--- config.mk ---
export PLATFORM = sky130hd
export DESIGN_NAME = pmips_dmem_io
export DESIGN_NICKNAME = d
export VERILOG_FILES = /design/src/rtl/pmips_dmem_io.sv
export SDC_FILE = /design/constraint.sdc
export NUM_CORES = 2
export LEC_CHECK = 0
export CORE_MARGIN = 1
export CORE_UTILIZATION = 25
export DETAILED_ROUTE_END_ITERATION = 12
export GPL_TIMING_DRIVEN = 0
export PLACE_DENSITY_LB_ADDON = 0.15
export SLEW_MARGIN = 20
export SYNTH_ARGS = -nofsm -noshare
export SYNTH_HDL_FRONTEND = slang
export SYNTH_SLANG_ARGS = --single-unit
--- constraint.sdc ---
create_clock -name clock -period 5.3 [get_ports clock]
set_input_delay 1.06 -clock clock [delete_from_list [all_inputs] [get_ports clock]]
set_output_delay 1.06 -clock clock [all_outputs]
set_load 0.01 [all_outputs]
--- src/rtl/pmips_dmem_io.sv ---
// PMIPS data-memory responder: word RAM plus memory-mapped output latch, synchronised
// input port and a prescaled timer with compare flag and interrupt.
module pmips_dmem_io #(
   parameter int DEPTH    = 128,
   parameter int PRESCALE = 4
) (
   input  logic        clock,
   input  logic        reset,
   input  logic [15:0] dmemaddr,
   input  logic [15:0] dmemwdata,
   input  logic        dmemwrite,
   input  logic        dmemread,
   output logic [15:0] dmemrdata,
   input  logic [7:0]  io_in,
   output logic [7:0]  io_out,
   output logic        irq
);

   localparam int AW = $clog2(DEPTH);
   localparam int PW = (PRESCALE > 1) ? $clog2(PRESCALE) : 1;
   localparam logic [PW-1:0] PSC_LAST = PW'(PRESCALE - 1);

   localparam logic [15:0] A_OUT  = 16'hFFF0;
   localparam logic [15:0] A_IN   = 16'hFFF2;
   localparam logic [15:0] A_TCNT = 16'hFFF4;
   localparam logic [15:0] A_TCMP = 16'hFFF6;
   localparam logic [15:0] A_STAT = 16'hFFF8;

   typedef struct packed {
      logic ram;
      logic out;
      logic inp;
      logic tcnt;
      logic tcmp;
      logic stat;
   } sel_t;

   sel_t        sel;
   logic [15:0] word_addr;
   logic [15:0] mem [DEPTH];
   logic [15:0] ram_rd;

   logic [7:0]    sync1, sync2;
   logic [15:0]   tcnt, tcmp;
   logic [PW-1:0] psc;
   logic          flag, ten, ien;
   logic          tick, match, flag_set, flag_clr;
   logic          unused_bit0;

   assign unused_bit0 = dmemaddr[0];
   assign word_addr   = {dmemaddr[15:1], 1'b0};

   // Anything above the RAM window that is not one of the five registers decodes to nothing.
   always_comb begin
      sel      = '0;
      sel.ram  = (dmemaddr[15:AW+1] == '0);
      sel.out  = (word_addr == A_OUT);
      sel.inp  = (word_addr == A_IN);
      sel.tcnt = (word_addr == A_TCNT);
      sel.tcmp = (word_addr == A_TCMP);
      sel.stat = (word_addr == A_STAT);
   end

   assign ram_rd = mem[dmemaddr[AW:1]];

   always_comb begin
      dmemrdata = 16'h0000;
      if (dmemread) begin
         if (sel.ram)       dmemrdata = ram_rd;
         else if (sel.out)  dmemrdata = {8'h00, io_out};
         else if (sel.inp)  dmemrdata = {8'h00, sync2};
         else if (sel.tcnt) dmemrdata = tcnt;
         else if (sel.tcmp) dmemrdata = tcmp;
         else if (sel.stat) dmemrdata = {13'h0000, ien, ten, flag};
      end
   end

   // RAM has no reset, so a write presented during reset still lands.
   always_ff @(posedge clock) begin
      if (dmemwrite && sel.ram) mem[dmemaddr[AW:1]] <= dmemwdata;
   end

   assign tick     = ten && (psc == PSC_LAST);
   assign match    = (tcnt == tcmp);
   assign flag_set = tick && match;
   assign flag_clr = dmemwrite && sel.stat && dmemwdata[0];

   always_ff @(posedge clock) begin
      if (reset) begin
         io_out <= 8'h00;
         sync1  <= 8'h00;
         sync2  <= 8'h00;
         tcnt   <= 16'h0000;
         tcmp   <= 16'h0000;
         psc    <= '0;
         flag   <= 1'b0;
         ten    <= 1'b0;
         ien    <= 1'b0;
      end else begin
         sync1 <= io_in;
         sync2 <= sync1;
         if (ten) psc <= tick ? '0 : psc + PW'(1);
         if (tick) tcnt <= match ? 16'h0000 : tcnt + 16'h0001;
         // CPU write follows the tick update so it overrides the increment.
         if (dmemwrite && sel.tcnt) tcnt <= dmemwdata;
         if (dmemwrite && sel.tcmp) tcmp <= dmemwdata;
         if (dmemwrite && sel.out)  io_out <= dmemwdata[7:0];
         if (dmemwrite && sel.stat) begin
            ten <= dmemwdata[1];
            ien <= dmemwdata[2];
         end
         flag <= flag_set | (flag & ~flag_clr);
      end
   end

   assign irq = flag & ien;

endmodule
==> key figures <==
STA
  • Final Hold Vio Count: 0
  • Actual slew at the worst max-slew pin: 1.10 ns
  • Setup_tns: -0.950 ns
  • Slew Limit Fails: 0
  • # setup viols final: 12
  • Slew Limit Headroom: 25.8%
  • Clock skew: 0.0314 ns
  • RSZ-0062 raised after global routing: yes
  • Final worst slack: -0.169 ns
  • Fin crit period: 5.47 ns
  • Fin crit share: 103%
  • Fmax: 0.183 GHz

Die
  • Die area: 321000 um2
  • Die Y: 567 um
  • Horiz. Die Dim: 567 um
  • Total core area: 318000 um2
  • Row Count: 207
  • Initial Utilization: 25.1%
  • Num ports: 69

Layout
  • NumNets Final: 5384
  • Fillers: 30200
  • Final Instance Area: 105000 um2
  • Share of cells above drive strength 1: 29.0%
  • Layout area overhead: 32.0%

Flow run
  • Max-cap viol count: 0

Logic synthesis
  • Dominant cell type by area after synthesis: edfxtp_1
  • Mean post-synth cell area: 17.0 um2
  • Mapped Nets: 4735
  • Cell count after synthesis: 4689
  • FF+latch count, synth: 2109
  • Register area share after synthesis: 78.6%
  • Asr flop ratio synth: 0%
  • Synth top area share: 77.1%
  • Post-synth EDFFs: 2048
  • Dominant synthesized flop cell: edfxtp_1
  • Synth unique cells: 84
  • Largest cells by area after synthesis: edfxtp_1 77%, o22ai_1 4.8%, mux2_2 2.3%
  • Area of the mapped netlist: 79800 um2
  • Synth Warn #: 0

Detailed routing
  • Iter 0 DRT Violations: 10900
  • Post-route ant nets: 0
  • # DRC: 0
  • First-pass DRT Iterations: 7
  • Routed WL per cell: 49.4 um
  • Vias per cell: 5.86
  • WL final: 481 mm
  • DR vias: 56900

Placement
  • Post-Place Cell Area: 91900 um2
  • Final HPWL DP: 331 mm
  • Number of port buffers: 64
  • GPL Wtd Cong: 0.939

Clock network
  • H-tree levels: 4
  • CTS buffer count: 232
  • CTS tree: yes
  • Clk buf depth: 4
  • Clock sink count: 2109
  • CTS root buf: clkbuf_16
  • CTS Hold Bufs: 0
  • CTS clk-pin slew, worst paths: 0.05 ns
  • Later-pin clock latency in the skew report: 0.88 ns

Outcome
  • Status: finished with violations
  • Violated checks: negative setup slack

GRT
  • Initial antenna violation count: 50
  • First-pass GRT wire length: 596 mm
  • Vias in the first global route: 51500
  • Largest net degree at the start of global routing: 99
  • GRT Overall Usage: 29.1%
  • Global route overflow: 0

Setup path
  • Critical path class: primary input to primary output
  • Crit-path max FO: 10
  • Worst setup SP type: primary input
  • Crit path capture type: primary output
  • Crit path required time: 4.24 ns
  • Worst path arrival time: 4.41 ns

Power and ir drop
  • Power per cell area: 352 nW/um2
  • Peak VDD IR: 0.318 mV
  • Leakage: 0.0327 uW

Min path
  • Worst Hold Class: flop to flop
[what timing repair did]
| item | CTS | global route |
|---|---|---|
| setup endpoints to repair | 890 | 14 |
| setup buffers | 110 | 18 |
| pin swaps | 98 | 35 |
| endpoints found under the hold margin | 0 | 0 |
| gates resized for setup | 1188 | 58 |
| cloned | 2 | 0 |
[synth_stat cells (all sizes together) (16+ instances only)]
library cell,count
nand3,17
o22ai,610
clkbuf,95
o221ai,131
nor2b,29
mux4,41
nand2,159
a221oi,20
o21ai,120
edfxtp,2048
nor4,63
dfxtp,61
mux2,160
o41ai,22
o31ai,16
xnor2,21
o22a,44
nor3,54
buf,227
a211oi,35
mux2i,53
nor2,294
a21oi,118
[where the power goes]
| part | leakage [uW] | internal [uW] | total [uW] | switching (uW) |
|---|---|---|---|---|
| logic | 0.0104 | 823 | 2860 | 2040 |
| clock network | 0.00347 | 8840 | 15900 | 7080 |
| registers | 0.0189 | 18300 | 18300 | 1.94 |
[metal layers]
| metal | part of all wire, % | GRT usage, % | wire (um) |
|---|---|---|---|
| met1 | 38 | 36.9 | 181000 |
| met2 | 43 | 43.3 | 207000 |
| met5 | 0.021 | 0 | 103 |
| met3 | 12 | 8.88 | 56600 |
| met4 | 7.4 | 17.9 | 35600 |
[cell families after synthesis]
family	share of synthesized area [%]
AOI/OAI and AO/OA	10.5
muxes	4.08
adders and majority gates	0.0314
buffers and inverters	2.14
xor gates and xnor gates	0.264
and+or+nand+nor	4.35
DFF	78.6
[state kept, by name, summed over array words and instances (netlist names)]
signal,cells
tcnt,16
flag,1
ien,1
sync2,8
sync1,8
ten,1
mem,2048
tcmp,16
psc,2
io_out,8
[area by class of cell]
type / instances / area, um2 / area share [%]
antenna: 25 / 62.6 / 0.0594
buffer: 317 / 4650 / 4.41
clock buffer: 291 / 6050 / 5.74
clock inverter: 123 / 1060 / 1.01
inverter: 9 / 37.5 / 0.0356
multi-input combinational: 2249 / 18500 / 17.5
sequential: 2109 / 62700 / 59.6
tap: 4180 / 5230 / 4.97
timing repair buffer: 420 / 7030 / 6.68
[final timing paths]
path,slack (ns),start,to,depth (start not counted)
worst max-delay path,-0.17,dmemaddr[5],dmemrdata[10],10
worst min-delay path,0.43,sync1[5]$_SDFF_PP0_,sync2[5]$_SDFF_PP0_,1
worst max register to register,2.17,tcnt[2]$_SDFFE_PP0P_,tcnt[2]$_SDFFE_PP0P_,9
worst min register to register,0.43,sync1[5]$_SDFF_PP0_,sync2[5]$_SDFF_PP0_,1
[critical path, cell delays in order]
cell	delay [ns]
clkbuf_2	0.26
buf_4	0.33
clkbuf_2	0.61
o21ai_0	0.24
nor3_1	0.67
a211oi_1	0.23
o41ai_2	0.42
buf_4	0.24
and3_4	0.22
buf_6	0.11
[metrics by stage]
| stage | total power (uW) | util, % | hold slack [ns] | cells | setup slack [ns] |
|---|---|---|---|---|---|
| after floorplan | 19400 | - | 0.414 | 4689 | 1.15 |
| after global placement | 20900 | 26.9 | 0.427 | 8933 | -5.07 |
| after detailed placement | 20900 | 28.9 | 0.425 | 9160 | -3.51 |
| after CTS | 36900 | 33.0 | 0.438 | 9681 | -0.0720 |
| after global routing | 37500 | 33.1 | 0.452 | 9708 | -0.0920 |
| final | 37100 | 33.1 | 0.433 | 9723 | -0.169 |
[placed cells by master (no fill, tap or decap), types with 94 or more instances in the layout]
cell type and instances:
o221ai_1 119, buf_16 146, buf_12 182, o22ai_1 595
nor2_4 136, mux2_2 160, clkbuf_16 240, edfxtp_1 2048
buf_4 129, o21ai_0 94, nor2_1 144, nand2_1 138
Power figures use the tool's default switching activity.
